## src/rtl/axis_lane_addsat_if.sv

```systemverilog
// AXI-Stream bundle shared by the lane add/saturate block and its neighbours.
// tuser carries one saturation flag per lane on the master side only.
interface axis_lane_addsat_if #(
  parameter int unsigned DATA_WIDTH = 8,
  parameter int unsigned LANES      = 4
);
  logic                          tvalid;
  logic                          tready;
  logic [LANES*DATA_WIDTH-1:0]   tdata;
  logic                          tlast;
  logic [LANES-1:0]              tuser;

  modport master (
    output tvalid,
    output tdata,
    output tlast,
    output tuser,
    input  tready
  );

  modport slave (
    input  tvalid,
    input  tdata,
    input  tlast,
    output tready
  );
endinterface

```

## src/rtl/axis_lane_addsat.sv

```systemverilog
// Per-lane add / saturating add / saturating subtract of a constant on an AXI-Stream.
// Results are computed at acceptance and held in an output register backed by one skid slot.
module axis_lane_addsat #(
  parameter int unsigned DATA_WIDTH = 8,
  parameter int unsigned LANES      = 4,
  parameter bit          SIGNED     = 1'b0
) (
  input  logic                  clk,
  input  logic                  rst,
  input  logic [1:0]            cfg_mode,
  input  logic [DATA_WIDTH-1:0] cfg_const,
  axis_lane_addsat_if.slave     s_axis,
  axis_lane_addsat_if.master    m_axis,
  output logic [31:0]           beat_count
);

  localparam int unsigned W  = DATA_WIDTH;
  localparam int unsigned BW = LANES * DATA_WIDTH;

  localparam logic [W-1:0] MaxVal = SIGNED ? {1'b0, {(W-1){1'b1}}} : {W{1'b1}};
  localparam logic [W-1:0] MinVal = SIGNED ? {1'b1, {(W-1){1'b0}}} : {W{1'b0}};

  typedef enum logic [1:0] {
    ModePass   = 2'd0,
    ModeWrap   = 2'd1,
    ModeSatAdd = 2'd2,
    ModeSatSub = 2'd3
  } mode_e;

  mode_e mode;
  assign mode = mode_e'(cfg_mode);

  // ---------------------------------------------------------------------------
  // Lane datapath: combinational result for the beat currently on s_axis.
  // ---------------------------------------------------------------------------
  logic [BW-1:0]    res_data;
  logic [LANES-1:0] res_sat;

  for (genvar i = 0; i < LANES; i++) begin : g_lane
    logic [W-1:0] lane_in;
    logic [W:0]   a_ext;
    logic [W:0]   b_ext;
    logic [W:0]   sum;
    logic [W:0]   diff;
    logic         add_ovf;
    logic         sub_ovf;
    logic [W-1:0] add_clamp;
    logic [W-1:0] sub_clamp;
    logic [W-1:0] lane_res;
    logic         lane_sat;

    assign lane_in = s_axis.tdata[i*W +: W];

    // One extra bit holds the exact result; sign-extend only for signed lanes.
    assign a_ext = {SIGNED & lane_in[W-1], lane_in};
    assign b_ext = {SIGNED & cfg_const[W-1], cfg_const};
    assign sum   = a_ext + b_ext;
    assign diff  = a_ext - b_ext;

    always_comb begin
      if (SIGNED) begin
        add_ovf   = sum[W] ^ sum[W-1];
        sub_ovf   = diff[W] ^ diff[W-1];
        add_clamp = sum[W] ? MinVal : MaxVal;
        sub_clamp = diff[W] ? MinVal : MaxVal;
      end else begin
        // Unsigned: carry out means overflow, borrow means underflow.
        add_ovf   = sum[W];
        sub_ovf   = diff[W];
        add_clamp = MaxVal;
        sub_clamp = MinVal;
      end
    end

    always_comb begin
      lane_res = lane_in;
      lane_sat = 1'b0;
      unique case (mode)
        ModePass: begin
          lane_res = lane_in;
        end
        ModeWrap: begin
          lane_res = sum[W-1:0];
        end
        ModeSatAdd: begin
          lane_res = add_ovf ? add_clamp : sum[W-1:0];
          lane_sat = add_ovf;
        end
        ModeSatSub: begin
          lane_res = sub_ovf ? sub_clamp : diff[W-1:0];
          lane_sat = sub_ovf;
        end
      endcase
    end

    assign res_data[i*W +: W] = lane_res;
    assign res_sat[i]         = lane_sat;
  end

  // ---------------------------------------------------------------------------
  // Output register plus skid slot.
  // ---------------------------------------------------------------------------
  logic             out_valid_q, out_valid_d;
  logic [BW-1:0]    out_data_q,  out_data_d;
  logic             out_last_q,  out_last_d;
  logic [LANES-1:0] out_user_q,  out_user_d;

  logic             skid_valid_q, skid_valid_d;
  logic [BW-1:0]    skid_data_q,  skid_data_d;
  logic             skid_last_q,  skid_last_d;
  logic [LANES-1:0] skid_user_q,  skid_user_d;

  logic             ready_q, ready_d;
  logic [31:0]      count_q, count_d;

  logic             accept;
  logic             take;

  assign accept = s_axis.tvalid & ready_q;
  assign take   = out_valid_q & m_axis.tready;

  always_comb begin
    out_valid_d  = out_valid_q;
    out_data_d   = out_data_q;
    out_last_d   = out_last_q;
    out_user_d   = out_user_q;
    skid_valid_d = skid_valid_q;
    skid_data_d  = skid_data_q;
    skid_last_d  = skid_last_q;
    skid_user_d  = skid_user_q;

    if (!out_valid_q || take) begin
      // Output slot frees up this edge: skid has priority to preserve order.
      if (skid_valid_q) begin
        out_valid_d  = 1'b1;
        out_data_d   = skid_data_q;
        out_last_d   = skid_last_q;
        out_user_d   = skid_user_q;
        skid_valid_d = 1'b0;
      end else begin
        out_valid_d = accept;
        if (accept) begin
          out_data_d = res_data;
          out_last_d = s_axis.tlast;
          out_user_d = res_sat;
        end
      end
    end else if (accept) begin
      skid_valid_d = 1'b1;
      skid_data_d  = res_data;
      skid_last_d  = s_axis.tlast;
      skid_user_d  = res_sat;
    end

    // ready is registered, so it only drops once the skid slot is actually full.
    ready_d = ~skid_valid_d;
    count_d = count_q + {31'b0, take};
  end

  always_ff @(posedge clk or posedge rst) begin
    if (rst) begin
      out_valid_q  <= 1'b0;
      out_data_q   <= '0;
      out_last_q   <= 1'b0;
      out_user_q   <= '0;
      skid_valid_q <= 1'b0;
      skid_data_q  <= '0;
      skid_last_q  <= 1'b0;
      skid_user_q  <= '0;
      ready_q      <= 1'b0;
      count_q      <= '0;
    end else begin
      out_valid_q  <= out_valid_d;
      out_data_q   <= out_data_d;
      out_last_q   <= out_last_d;
      out_user_q   <= out_user_d;
      skid_valid_q <= skid_valid_d;
      skid_data_q  <= skid_data_d;
      skid_last_q  <= skid_last_d;
      skid_user_q  <= skid_user_d;
      ready_q      <= ready_d;
      count_q      <= count_d;
    end
  end

  assign s_axis.tready = ready_q;
  assign m_axis.tvalid = out_valid_q;
  assign m_axis.tdata  = out_data_q;
  assign m_axis.tlast  = out_last_q;
  assign m_axis.tuser  = out_user_q;
  assign beat_count    = count_q;

endmodule

```

## src/flat_wrapper.sv

```systemverilog
// flat-port wrapper written by rule: the top's interface ports become plain ports
module axis_lane_addsat_flat 
#(
  parameter int unsigned DATA_WIDTH = 8,
  parameter int unsigned LANES      = 4,
  parameter bit          SIGNED     = 1'b0
)
  (clk, rst, cfg_mode, cfg_const, beat_count, s_axis_tvalid, s_axis_tdata, s_axis_tlast, s_axis_tready, m_axis_tvalid, m_axis_tdata, m_axis_tlast, m_axis_tuser, m_axis_tready);
  axis_lane_addsat_if #(.DATA_WIDTH(DATA_WIDTH), .LANES(LANES)) s_axis_i ();
  axis_lane_addsat_if #(.DATA_WIDTH(DATA_WIDTH), .LANES(LANES)) m_axis_i ();
  input  logic clk;
  input  logic rst;
  input  logic [1:0] cfg_mode;
  input  logic [DATA_WIDTH-1:0] cfg_const;
  output logic [31:0] beat_count;
  input wire logic [$bits(s_axis_i.tvalid)-1:0] s_axis_tvalid;
  input wire logic [$bits(s_axis_i.tdata)-1:0] s_axis_tdata;
  input wire logic [$bits(s_axis_i.tlast)-1:0] s_axis_tlast;
  output wire logic [$bits(s_axis_i.tready)-1:0] s_axis_tready;
  output wire logic [$bits(m_axis_i.tvalid)-1:0] m_axis_tvalid;
  output wire logic [$bits(m_axis_i.tdata)-1:0] m_axis_tdata;
  output wire logic [$bits(m_axis_i.tlast)-1:0] m_axis_tlast;
  output wire logic [$bits(m_axis_i.tuser)-1:0] m_axis_tuser;
  input wire logic [$bits(m_axis_i.tready)-1:0] m_axis_tready;
  assign s_axis_i.tvalid = s_axis_tvalid;
  assign s_axis_i.tdata = s_axis_tdata;
  assign s_axis_i.tlast = s_axis_tlast;
  assign s_axis_tready = s_axis_i.tready;
  assign m_axis_tvalid = m_axis_i.tvalid;
  assign m_axis_tdata = m_axis_i.tdata;
  assign m_axis_tlast = m_axis_i.tlast;
  assign m_axis_tuser = m_axis_i.tuser;
  assign m_axis_i.tready = m_axis_tready;
  axis_lane_addsat #(.DATA_WIDTH(DATA_WIDTH), .LANES(LANES), .SIGNED(SIGNED)) u_core (.clk(clk), .rst(rst), .cfg_mode(cfg_mode), .cfg_const(cfg_const), .s_axis(s_axis_i), .m_axis(m_axis_i), .beat_count(beat_count));
endmodule
```

## config.mk

```make
export PLATFORM = sky130hd
export DESIGN_NAME = axis_lane_addsat_flat
export DESIGN_NICKNAME = d
export VERILOG_FILES = /design/src/rtl/axis_lane_addsat_if.sv /design/src/rtl/axis_lane_addsat.sv /design/src/flat_wrapper.sv
export SDC_FILE = /design/constraint.sdc
export NUM_CORES = 1
export LEC_CHECK = 0
export ABC_AREA = 1
export CAP_MARGIN = 20
export CORE_AREA = 2 2 110 155
export CTS_BUF_LIST = sky130_fd_sc_hd__clkbuf_8
export DETAILED_ROUTE_END_ITERATION = 6
export DIE_AREA = 0 0 112 157
export GPL_TIMING_DRIVEN = 0
export HOLD_SLACK_MARGIN = 0.05
export PLACE_DENSITY = 0.79
export SYNTH_ARGS = -nofsm -noshare
export SYNTH_HDL_FRONTEND = slang
export SYNTH_SLANG_ARGS = --single-unit
```

## constraint.sdc

```tcl
create_clock -name clk -period 8.9 [get_ports clk]
set_input_delay 1.78 -clock clk [delete_from_list [all_inputs] [get_ports clk]]
set_output_delay 1.78 -clock clk [all_outputs]
set_load 0.005 [all_outputs]
```

==> impl_results.rst <==
.. list-table::
   :header-rows: 1

   * - Metric
     - Value
   * - Port buffer count
     - 117
   * - CP Capture Type
     - flip-flop
   * - Die outline area
     - 0.0176 mm^2
   * - Post-CTS Repair Setup Buffers
     - 0
   * - Dominant synthesized flop cell
     - dfrtp_1
   * - Net switching power
     - 0.608 mW
   * - Async SR Flop Fraction
     - 100%
   * - Standby leakage power
     - 5.52 nW
   * - Antenna Nets Post-Route
     - 0
   * - Layout overhead on the synthesized area
     - 18.9%
   * - Clock-pin slew on the worst setup and hold paths
     - 0.10 ns
   * - Post-detailed-route DRC marker count
     - 0
   * - Core Box Area
     - 0.0161 mm^2
   * - Site Rows
     - 55
   * - Min Clock Period, post-route
     - 4.71 ns
   * - Type of origin of the critical path
     - input port
   * - Antenna violations before repair
     - 0
   * - Initial core utilization
     - 54.2%
   * - Fraction of layout cells with a size suffix above 1
     - 4.45%
   * - Maximum number of pins on one net before global-route repair
     - 65
   * - Cell variety after synth
     - 35
   * - Setup TNS
     - 0 ns
   * - Result of the run
     - finished, final reports clean
   * - Global Route Usage Sum
     - 29.9%
   * - Sequential cell fraction of total power
     - 41.5%
   * - Most common cell type on the critical path
     - nand2_1
   * - Resized Gates After CTS
     - 0
   * - Vertical die dimension
     - 157 um
   * - Worst ir drop on vdd
     - 0.000145 V
   * - RSZ-0062 raised after global routing
     - false
   * - Mapped Cells
     - 1303
   * - Number of buffers on the longest clock path
     - 2
   * - Number of pins exceeding their max-slew limit in the final report
     - 0
   * - Headroom to the max-slew limit
     - 48.3%
   * - HPWL reported at the end of detailed placement
     - 21200 um
   * - Required time of the critical path
     - 9.18 ns
   * - Measured slew at the worst slew-check pin
     - 0.774 ns
   * - Sequential-to-total area share from yosys stat
     - 31.2%
   * - Most used cells in the layout excluding fill and tap cells
     - nand2_1 (440), inv_1 (161), clkdlybuf4s50_1 (117)
   * - TritonCTS clock tree
     - yes
   * - Total overflow reported by the global router
     - 0
   * - Crit path arrival time
     - 4.98 ns
   * - Post-Synthesis Net Count
     - 1428
   * - Routed length per placed instance
     - 16.2 um
   * - Number of sinks handled by clock tree synthesis
     - 109
   * - Cell with the largest stage delay on the worst path
     - clkdlybuf4s50_1
   * - Fraction of power consumed by the clock network
     - 18.5%
   * - Switch share
     - 36.9%
   * - H-tree levels
     - 3
   * - Global-route wire length before repair
     - 41600 um
   * - P per Cell Area
     - 159 mW/mm^2
   * - Final core utilization
     - 64.5%
   * - Mean cell area of the mapped netlist
     - 6.70 um^2
   * - Flip-flop and latch count after synthesis
     - 109
   * - Number of global-route vias before repair
     - 8404
   * - Largest driver fanout on the critical path
     - 12
   * - Finish-stage setup viols
     - 0
   * - Worst-Skew Late Latency
     - 0.38 ns
   * - Detailed Routing Iterations Pass 1
     - 6
   * - Final antenna diode count
     - 0
   * - Period utilisation layout
     - 52.9%
   * - Final Hold Fails
     - 0
   * - WS Path Type
     - input port to flip-flop
   * - Leading cell type in the layout, fill and taps excluded
     - nand2_1
   * - Number of enable flip-flop cells after synthesis
     - 0
   * - Violation count after the first detailed-route iteration
     - 660
   * - Fin Clk Skew
     - 0.0125 ns
   * - Detail-routed via count per cell
     - 5.47
   * - Total wirelength of the detailed-routed design
     - 26500 um
   * - Achievable frequency
     - 212 MHz
   * - Path category of the worst min-delay check
     - flip-flop to flip-flop
   * - Final-stage net count
     - 1557
   * - Post-synthesis cell area
     - 0.00873 mm^2
   * - Final estimated routing congestion in global placement
     - 0.957
   * - Part of the total power dissipated in combinational logic
     - 40.0%
   * - Total of warnings raised by yosys
     - 0
   * - Count of max-cap constraint violations
     - 0
   * - Via count
     - 8950
   * - CTS buffer count
     - 9
   * - Critical path, cell by cell
     - clkdlybuf4s50_1, inv_1, fa_1, nand3_1, nand2_1, nand2_1, nand2_1, nand2_1, inv_1, o21ai_0, nand4_1, nand2_1, nand2_1
   * - Highest cell delay on the worst timing path
     - 0.97 ns
   * - Clock root buffer
     - clkbuf_8
   * - Hold buffer count at CTS
     - 0
   * - Chip width
     - 112 um
   * - Internal power
     - 1.04 mW
   * - Top Ports
     - 118
layer usage:
layer	vias up	wire, um	GRT usage (%)
li1	4386	-	-
met1	4121	10300	34.2
met2	370	13100	54.5
met3	73	1380	2.77
met4	0	1600	17.2
met5	-	0	0
metrics by stage:
| stage | setup WS, ns | hold WS [ns] | power [mW] | instances | area [um^2] |
|---|---|---|---|---|---|
| 6_report | 4.19 | 0.483 | 1.65 | 1636 | 10400 |
| 5_1_grt | 4.07 | 0.514 | 1.76 | 1636 | 10400 |
| 4_1_cts | 4.27 | 0.483 | 1.65 | 1636 | 10400 |
| 3_5_place_dp | 3.88 | 0.460 | 1.35 | 1620 | 10200 |
| 3_3_place_gp | 2.66 | 0.454 | 1.33 | 1619 | 10100 |
| 2_1_floorplan | 4.25 | 0.442 | 1.04 | 1303 | 8730 |
logic make-up after synthesis:
logic type               after synthesis  synth area share [%]
buffers and inverters                207                  9.13
adder cells (fa/ha/maj)               78                  11.9
AND/OR/NAND/NOR                      738                  36.0
XOR/XNOR                              36                  3.61
AO/OA/AOI/OAI                        135                  8.13
flip-flops                           109                  31.2
state kept, by name, summed over array words and instances (netlist names):
name	cells
u_core.skid_valid_q	1
u_core.m_axis.tdata	32
u_core.m_axis.tuser	4
u_core.skid_user_q	4
u_core.m_axis.tvalid	1
u_core.s_axis.tready	1
u_core.skid_data_q	32
u_core.m_axis.tlast	1
u_core.beat_count	32
u_core.skid_last_q	1
critical path, delay by kind of cell:
kind	cells	cell delay [ns]
buffers and inverters	3	1.44
AND/OR/NAND/NOR	8	0.89
adder cells (fa/ha/maj)	1	0.52
AO/OA/AOI/OAI	1	0.34
final cells by class:
cell class	instances	area, um^2
sequential	109	2730
tap	199	249
clock buffer	10	138
multi-input combinational	987	5200
buffer	41	174
timing repair buffer	118	1200
inverter	166	626
fill	1516	5720
clock inverter	6	61.3
final timing paths:
check / start / endpoint / slack, ns / cells past startpoint
worst max-delay path: cfg_const[1] / u_core.m_axis.tdata[0] / 4.19 / 13
worst min-delay path: u_core.skid_last_q / u_core.skid_last_q / 0.48 / 2
worst max register to register: u_core.m_axis.tvalid / u_core.beat_count[25] / 6.65 / 10
worst min register to register: u_core.skid_last_q / u_core.skid_last_q / 0.48 / 2
max in group asynchronous: rst / u_core.m_axis.tdata[25] / 6.38 / 3
min in group asynchronous: rst / u_core.beat_count[2] / 1.82 / 2
cell usage after synthesis (2+ instances only):
cell        n  share of area, %
nand2_1   440                19
inv_1     162               7.0
dfrtp_1   109                31
nor2_1    104               4.5
nand3_1   101               5.8
ha_1       70                10
o21ai_0    69               4.0
a21oi_1    47               2.7
nand4_1    43               3.1
clkbuf_1   22              0.95
xor2_1     19               1.9
xnor2_1    17               1.7
buf_2      14              0.80
or2_2      14               1.0
nor3_1     12              0.69
fa_1        8               1.8
nand3b_1    6              0.52
o21ai_1     6              0.34
o21bai_1    5              0.43
inv_2       4              0.17
nor2_2      4              0.29
and2_1      3              0.22
buf_1       3              0.13
nor2_4      3              0.39
nor4_1      3              0.22
o21ai_2     3              0.30
a31oi_1     2              0.14
clkbuf_2    2              0.11
or2_1       2              0.14
power by group through the flow:
stage / combinational [mW] / clock (mW) / sequential (mW)
after global placement: 0.637 / 0 / 0.688
after global routing: 0.736 / 0.330 / 0.697
final: 0.658 / 0.305 / 0.684
after CTS: 0.657 / 0.310 / 0.683
after floorplan: 0.355 / 0 / 0.685
after detailed placement: 0.656 / 0 / 0.691
(Power assumes the default switching activity.)
